`config.mk`:
```
export PLATFORM = sky130hd
export DESIGN_NAME = gaussian_filter_flat
export DESIGN_NICKNAME = d
export VERILOG_FILES = /design/src/rtl/gaussian_filter_pkg.sv /design/src/rtl/gaussian_filter_if.sv /design/src/rtl/gaussian_filter_line_buffer.sv /design/src/rtl/gaussian_filter.sv /design/src/flat_wrapper.sv
export SDC_FILE = /design/constraint.sdc
export NUM_CORES = 2
export LEC_CHECK = 0
export CAP_MARGIN = 40
export CORE_AREA = 2 2 321 355
export CTS_CLUSTER_SIZE = 28
export DETAILED_ROUTE_END_ITERATION = 8
export DIE_AREA = 0 0 323 357
export PLACE_DENSITY = 0.79
export SLEW_MARGIN = 20
export SYNTH_ARGS = -nofsm -noshare
export SYNTH_HDL_FRONTEND = slang
export SYNTH_SLANG_ARGS = --single-unit
```
`constraint.sdc`:
```
create_clock -name clk -period 10.8 [get_ports clk]
set_clock_uncertainty 0.2 [all_clocks]
set_input_delay 1.08 -clock clk [delete_from_list [all_inputs] [get_ports clk]]
set_output_delay 1.08 -clock clk [all_outputs]
set_load 0.02 [all_outputs]
```
`src/rtl/gaussian_filter_pkg.sv`:
```
// rtl/gaussian_filter_pkg.sv - shared types, kernel constants and 3x3 Gaussian helper
package gaussian_filter_pkg;

    localparam int PIXEL_BIT_WIDTH = 16;
    localparam int KERNEL_SHIFT    = 4;
    localparam int ACC_WIDTH       = PIXEL_BIT_WIDTH + KERNEL_SHIFT;

    // Kernel [1 2 1; 2 4 2; 1 2 1] expressed as left-shift amounts
    localparam int W_CORNER_SHIFT = 0;
    localparam int W_EDGE_SHIFT   = 1;
    localparam int W_CENTRE_SHIFT = 2;

    typedef logic signed [PIXEL_BIT_WIDTH-1:0] pixel_t;
    typedef logic signed [ACC_WIDTH-1:0]       acc_t;
    typedef pixel_t                            window_t [3][3];

    // Weight of kernel tap (r,c) as a shift amount
    function automatic int kernel_shift(input int r, input int c);
        int edges;
        edges = ((r == 1) ? 1 : 0) + ((c == 1) ? 1 : 0);
        if (edges == 2)
            return W_CENTRE_SHIFT;
        else if (edges == 1)
            return W_EDGE_SHIFT;
        else
            return W_CORNER_SHIFT;
    endfunction

    // Weighted sum of the window, divided by 16 with floor (arithmetic shift).
    // The worst-case sum is 16 * full-scale, which fits ACC_WIDTH exactly.
    function automatic pixel_t gauss3x3(input window_t w);
        acc_t sum;
        acc_t shifted;
        sum = '0;
        for (int r = 0; r < 3; r++) begin
            for (int c = 0; c < 3; c++) begin
                sum = sum + (acc_t'(w[r][c]) <<< kernel_shift(r, c));
            end
        end
        shifted = sum >>> KERNEL_SHIFT;
        return shifted[PIXEL_BIT_WIDTH-1:0];
    endfunction

endpackage

```
`src/rtl/gaussian_filter_if.sv`:
```
// rtl/gaussian_filter_if.sv - pixel-in / pixel-out valid-ready handshake bundle
interface gaussian_filter_if;
    import gaussian_filter_pkg::*;

    pixel_t pixel_in;
    logic   in_valid;
    logic   in_ready;
    pixel_t pixel_out;
    logic   out_valid;
    logic   out_ready;

    // The filter is the slave of this bundle: it sinks pixel_in and sources pixel_out
    modport slave (
        input  pixel_in, in_valid, out_ready,
        output in_ready, pixel_out, out_valid
    );

    // Producer/consumer side surrounding the filter
    modport master (
        output pixel_in, in_valid, out_ready,
        input  in_ready, pixel_out, out_valid
    );

endinterface

```
`src/rtl/gaussian_filter_line_buffer.sv`:
```
// rtl/gaussian_filter_line_buffer.sv - DEPTH-entry delay line advanced by an enable strobe
module gaussian_filter_line_buffer #(
    parameter int WIDTH = 16,
    parameter int DEPTH = 48
) (
    input  logic             clk,
    input  logic             reset,
    input  logic             en_i,
    input  logic [WIDTH-1:0] data_i,
    output logic [WIDTH-1:0] data_o
);

    localparam int AW = (DEPTH > 1) ? $clog2(DEPTH) : 1;

    logic [WIDTH-1:0] mem_q [DEPTH];
    logic [AW-1:0]    ptr_q;
    logic [AW-1:0]    ptr_d;

    // The slot about to be overwritten holds the sample written DEPTH strobes ago
    assign data_o = mem_q[ptr_q];

    // Circular pointer advances one slot per strobe
    always_comb begin
        ptr_d = ptr_q;
        if (en_i) begin
            ptr_d = (ptr_q == AW'(DEPTH - 1)) ? '0 : ptr_q + 1'b1;
        end
    end

    // Pointer register
    always_ff @(posedge clk or posedge reset) begin
        if (reset) begin
            ptr_q <= '0;
        end else begin
            ptr_q <= ptr_d;
        end
    end

    // Storage write; contents need no reset since they are refilled before use
    always_ff @(posedge clk) begin
        if (en_i) begin
            mem_q[ptr_q] <= data_i;
        end
    end

endmodule

```
`src/rtl/gaussian_filter.sv`:
```
// rtl/gaussian_filter.sv - 3x3 Gaussian blur, valid-mode output, 1-cycle latency
module gaussian_filter
    import gaussian_filter_pkg::*;
#(
    parameter int ROWS = 48,
    parameter int COLS = 48
) (
    input  logic              clk,
    input  logic              reset,
    gaussian_filter_if.slave  bus
);

    localparam int RW = (ROWS > 1) ? $clog2(ROWS) : 1;
    localparam int CW = (COLS > 1) ? $clog2(COLS) : 1;

    logic [RW-1:0] row_q, row_d;
    logic [CW-1:0] col_q, col_d;
    window_t       win_q, win_d;
    pixel_t        pixel_out_q, pixel_out_d;
    logic          out_valid_q, out_valid_d;
    logic          in_ready_w;
    logic          accept;
    logic          complete;
    pixel_t        lb1_out;
    pixel_t        lb2_out;

    // Accept whenever the output slot is empty or being drained this cycle
    assign in_ready_w = ~out_valid_q | bus.out_ready;
    assign accept     = bus.in_valid & in_ready_w;
    // Gating on col>=2 keeps every emitted window inside a single row
    assign complete   = accept && (row_q >= RW'(2)) && (col_q >= CW'(2));

    assign bus.in_ready  = in_ready_w;
    assign bus.pixel_out = pixel_out_q;
    assign bus.out_valid = out_valid_q;

    // Previous row, then the row before it
    gaussian_filter_line_buffer #(.WIDTH(PIXEL_BIT_WIDTH), .DEPTH(COLS)) u_lb1 (
        .clk    (clk),
        .reset  (reset),
        .en_i   (accept),
        .data_i (bus.pixel_in),
        .data_o (lb1_out)
    );

    gaussian_filter_line_buffer #(.WIDTH(PIXEL_BIT_WIDTH), .DEPTH(COLS)) u_lb2 (
        .clk    (clk),
        .reset  (reset),
        .en_i   (accept),
        .data_i (lb1_out),
        .data_o (lb2_out)
    );

    // Raster position of the next pixel to be accepted
    always_comb begin
        col_d = col_q;
        row_d = row_q;
        if (accept) begin
            if (col_q == CW'(COLS - 1)) begin
                col_d = '0;
                row_d = (row_q == RW'(ROWS - 1)) ? '0 : row_q + 1'b1;
            end else begin
                col_d = col_q + 1'b1;
            end
        end
    end

    // Window shifts left one column per accept; new column is {row-2, row-1, row}
    always_comb begin
        win_d = win_q;
        if (accept) begin
            for (int r = 0; r < 3; r++) begin
                win_d[r][0] = win_q[r][1];
                win_d[r][1] = win_q[r][2];
            end
            win_d[0][2] = lb2_out;
            win_d[1][2] = lb1_out;
            win_d[2][2] = bus.pixel_in;
        end
    end

    // Output slot: reload on a completing accept, otherwise drain on out_ready
    always_comb begin
        out_valid_d = out_valid_q;
        pixel_out_d = pixel_out_q;
        if (complete) begin
            out_valid_d = 1'b1;
            pixel_out_d = gauss3x3(win_d);
        end else if (bus.out_ready) begin
            out_valid_d = 1'b0;
        end
    end

    // Counters and output register
    always_ff @(posedge clk or posedge reset) begin
        if (reset) begin
            row_q       <= '0;
            col_q       <= '0;
            out_valid_q <= 1'b0;
            pixel_out_q <= '0;
        end else begin
            row_q       <= row_d;
            col_q       <= col_d;
            out_valid_q <= out_valid_d;
            pixel_out_q <= pixel_out_d;
        end
    end

    // Window registers; contents before the first full window are irrelevant
    always_ff @(posedge clk) begin
        win_q <= win_d;
    end

endmodule

```
`src/flat_wrapper.sv`:
```
// flat-port wrapper written by rule: the top's interface ports become plain ports
module gaussian_filter_flat import gaussian_filter_pkg::*;
#(
    parameter int ROWS = 48,
    parameter int COLS = 48
)
  (clk, reset, bus_pixel_in, bus_in_valid, bus_out_ready, bus_in_ready, bus_pixel_out, bus_out_valid);
  gaussian_filter_if bus_i ();
  input  logic clk;
  input  logic reset;
  input wire logic [$bits(bus_i.pixel_in)-1:0] bus_pixel_in;
  input wire logic [$bits(bus_i.in_valid)-1:0] bus_in_valid;
  input wire logic [$bits(bus_i.out_ready)-1:0] bus_out_ready;
  output wire logic [$bits(bus_i.in_ready)-1:0] bus_in_ready;
  output wire logic [$bits(bus_i.pixel_out)-1:0] bus_pixel_out;
  output wire logic [$bits(bus_i.out_valid)-1:0] bus_out_valid;
  assign bus_i.pixel_in = bus_pixel_in;
  assign bus_i.in_valid = bus_in_valid;
  assign bus_i.out_ready = bus_out_ready;
  assign bus_in_ready = bus_i.in_ready;
  assign bus_pixel_out = bus_i.pixel_out;
  assign bus_out_valid = bus_i.out_valid;
  gaussian_filter #(.ROWS(ROWS), .COLS(COLS)) u_core (.clk(clk), .reset(reset), .bus(bus_i));
endmodule
```
==> metrics.md <==
| Metric | Value |
|---|---|
| Pins Over Slew Limit | `0` |
| Die Height | `between 300 and 400 µm` |
| CTS tree | `built` |
| Cell row count | `about 130` |
| Detailed-router iteration count before antenna repair | `8` |
| Mean post-synth cell area | `~16 µm²` |
| Num CTS Buffers | `roughly 160` |
| Cell area after synthesis | `69930 µm²` |
| Post-synthesis sequential element count | `1721` |
| CP Max Fanout | `50` |
| GR Overflow Total | `0` |
| Slew headroom | `between 30% and 40%` |
| Crit path arrival time | `approximately 9.1 ns` |
| CTS Hold Buffers Added | `0` |
| Vias per cell | `6.850` |
| Initial drt markers | `between 7000 and 8000` |
| Synth warnings | `0` |
| Nets | `4733` |
| Starting density of the core | `62.61%` |
| Crit. End Element | `register` |
| # H-tree levels | `4` |
| Hold/Removal Path Class | `register to register` |
| Buffers on Ports | `37` |
| Root buf cell | `clkbuf_16` |
| Die width | `roughly 320 µm` |
| Family with the most delay on the worst path | `adder cells` |
| GPL Wtd Cong | `around 0.95` |
| Register area share after synthesis | `between 70% and 80%` |
| First-pass GRT wire length | `276900 µm` |
| EDFF count, synth | `approximately 1500` |
| Fin. Hold Viols | `0` |
| Post-synth ARST share | `approximately 2.4%` |
| Vias | `42520` |
| Clk sinks | `1721` |
| Clk Latency, worst-skew pair | `just over 0.8 ns` |
| GRT Total Usage | `roughly a third` |
| Syn Inst Count | `~4400` |
| Routed Antenna Nets | `0` |
| Met2 usage | `about half` |
| Worst-Margin Slew | `0.9569 ns` |
| Syn Nets | `~4600` |
| Cell depth of the worst setup path | `22` |
| CP max stage delay | `0.97 ns` |
| Initial antenna violation count | `6` |
| Drt wl/cell | `approximately 31 µm` |
| Worst-case clock buffer depth | `3` |
| Startpoint types | `register` |
| CP endpoint | `u_core.bus.pixel_out[11]$_DFFE_PP0P_` |
| Top FF cell, synth | `edfxtp_1` |
| Status | `complete, no violations` |
| Worst R2R Start | `u_core.u_lb1.ptr_q[1]$_DFFE_PP0N_` |
| Crit share post-route | `between 70 and 80%` |
| Ports | `38` |
| Dpl hpwl | `114100 µm` |
| Overall routed net length | `191700 µm` |
| Worst reg2reg endpoint | `u_core.bus.pixel_out[11]$_DFFE_PP0P_` |
| Kind of critical path | `register to register` |
| Max-Cap Viols | `0` |
| CP dominant cell by count | `fa_1` |
| Crit path time final | `around 8.6 ns` |
| Die area | `roughly 120000 µm²` |
| GRT busiest layer | `met2` |
| Met1 usage | `43.97%` |
| Pin count of the biggest net entering global routing | `91` |
| Final setup violating endpoints | `0` |
| Core region area | `around 110000 µm²` |
| Clock Pin Slew Worst Setup and Hold Paths | `~0.07 ns` |
| WP buf/inv | `4` |
| Vias in the first global route | `approximately 42000` |
| Crit path cell chain | `buf_4 -> and3b_1 -> a221oi_1 -> o221ai_1 -> o211ai_1 -> nand4_1 -> buf_4 -> mux2_2 -> fa_1 -> inv_1 -> fa_1 -> inv_1 -> fa_1 -> fa_1 -> nor3b_1 -> fa_1 -> a21o_1 -> a221oi_1 -> o21ai_0 -> a41oi_1 -> xor2_1 -> o21ai_0` |
| Required time worst endpoint | `11.26 ns` |
| Worst reg2reg path depth | `22` |
| DRC | `0` |
| Ratio of cells with drive above 1 in the final layout | `about 17%` |
| Setup TNS Final | `0 ns` |
| Fmax | `116.0 MHz` |
| Area grow syn2layout | `11.66%` |
| Start point of the critical path | `u_core.u_lb1.ptr_q[1]$_DFFE_PP0N_` |
| RSZ-0062 raised after global routing | `false` |
| Reg2reg setup slack | `roughly 2.2 ns` |
| Worst path slowest cell | `dfrtp_4` |
| Grt met3 use | `8.515%` |
| Library cells used by synthesis | `74` |
| Post-CTS Setup Inserts | `0` |
| CTS-repair resized insts | `0` |
[cell usage after synthesis, types with 7 or more instances]
| library cell | instances | area [µm²] |
|---|---|---|
| a22o_1 | 29 | 254.0 |
| o22a_1 | 8 | 70.07 |
| buf_4 | 9 | 67.56 |
| o221ai_1 | 29 | 254.0 |
| nor2_1 | 187 | 701.9 |
| mux2_2 | 213 | 2399 |
| dfxtp_1 | 144 | 2883 |
| mux4_2 | 68 | 1531 |
| o22ai_1 | 54 | 337.8 |
| o21ai_0 | 121 | 605.6 |
| nor2b_1 | 15 | 93.84 |
| nand4_1 | 16 | 100.1 |
| a22oi_1 | 124 | 930.9 |
| o211ai_1 | 18 | 135.1 |
| a31oi_1 | 22 | 137.6 |
| a211oi_1 | 17 | 127.6 |
| nand2b_1 | 11 | 68.82 |
| mux2i_1 | 188 | 1882 |
| clkbuf_1 | 136 | 510.5 |
| a21o_1 | 10 | 75.07 |
| edfxtp_1 | 1536 | 46120 |
| xnor2_1 | 13 | 113.9 |
| buf_1 | 20 | 75.07 |
| nand3_1 | 37 | 185.2 |
| fa_1 | 117 | 2342 |
| xor2_1 | 7 | 61.31 |
| a21oi_1 | 102 | 510.5 |
| ha_1 | 23 | 287.8 |
| and3_1 | 8 | 50.05 |
| dfrtp_1 | 41 | 1026 |
| nand2_1 | 401 | 1505 |
| buf_2 | 96 | 480.5 |
| and2_1 | 10 | 62.56 |
| inv_1 | 213 | 799.5 |
| o2bb2ai_1 | 25 | 219.0 |
| nor3_1 | 22 | 110.1 |
| a221oi_1 | 170 | 1489 |
| a221o_1 | 57 | 570.6 |
[metal layers]
metal,vias to the layer above,part of all wire (%)
li1,17390,-
met1,20880,34
met5,-,0.030
met4,8,7.1
met2,3528,45
met3,723,13
[layout make-up]
type | count | area, µm²
well taps | 1506 | 1884
multi-input cells | 2208 | 18060
clock inverters | 82 | 733.2
flip-flops and latches | 1721 | 50060
fillers | 6803 | 33610
repair buffers | 264 | 2152
clock buffers | 210 | 4378
diodes | 1 | 2.502
inverters | 216 | 810.8
[cell usage in the layout (no fill, tap or decap), types with 21 or more instances in the layout]
cell type / instances
a22oi_1: 124
fa_1: 117
clkinv_1: 34
a221o_1: 57
inv_1: 210
clkbuf_16: 165
nand2_1: 399
mux4_2: 68
clkdlybuf4s50_1: 21
a21oi_1: 102
mux2i_1: 188
o21ai_0: 121
buf_2: 23
mux2_2: 213
edfxtp_1: 1536
o22ai_1: 54
buf_4: 208
a22o_1: 29
dfrtp_1: 35
a31oi_1: 22
ha_1: 23
clkinv_2: 23
o221ai_1: 29
o2bb2ai_1: 25
dfxtp_1: 144
a221oi_1: 170
nand3_1: 36
clkbuf_1: 37
nor2_1: 184
[worst min-delay path, delay by kind of cell (launching register included)]
| family | cells | cell delay, ns |
|---|---|---|
| DFF | 1 | 0.31 |
| and+or+nand+nor | 2 | 0.10 |
[registers in the layout (all words and copies together) (netlist names)]
| name | flops |
|---|---|
| u_core.u_lb1.mem_q | 768 |
| u_core.u_lb2.mem_q | 768 |
| u_core.win_q | 144 |
| u_core.bus.pixel_out | 16 |
| u_core.col_q | 6 |
| u_core.row_q | 6 |
| u_core.u_lb1.ptr_q | 6 |
| u_core.u_lb2.ptr_q | 6 |
| u_core.bus.out_valid | 1 |
[worst min-delay path by stage]
stage / cells after the start / start / slack, ns / end
3_5_place_dp: 2 / u_core.win_q[32]$_DFF_P_ / 0.24 / u_core.win_q[32]$_DFF_P_
5_1_grt: 2 / u_core.win_q[21]$_DFF_P_ / 0.28 / u_core.win_q[21]$_DFF_P_
6_report: 2 / u_core.win_q[5]$_DFF_P_ / 0.26 / u_core.win_q[21]$_DFF_P_
2_1_floorplan: 2 / u_core.win_q[128]$_DFF_P_ / 0.22 / u_core.win_q[128]$_DFF_P_
3_3_place_gp: 2 / u_core.win_q[128]$_DFF_P_ / 0.23 / u_core.win_q[128]$_DFF_P_
4_1_cts: 2 / u_core.win_q[21]$_DFF_P_ / 0.26 / u_core.win_q[21]$_DFF_P_
[through the flow]
step	area, µm²	cells	hold WS, ns	worst slack (ns)	utilization, %
after floorplan	69930	4407	0.2171	3.146	-
after global placement	72720	5896	0.2279	2.410	65.11
after detailed placement	72880	5908	0.2439	2.306	65.25
after CTS	77990	6200	0.2616	2.214	69.82
after global routing	78070	6207	0.2802	2.029	69.90
final	78080	6208	0.2613	2.177	69.90
[logic make-up after synthesis]
group	share of synthesized area, %
flops	71.55
compound gates	8.805
simple gates	4.488
buf+inv	2.797
mux	8.349
fa+ha+maj	3.761
xor+xnor	0.2505
Power is not shown: default switching activity piles up to over one toggle a cycle in this logic, so the estimate is an artifact.
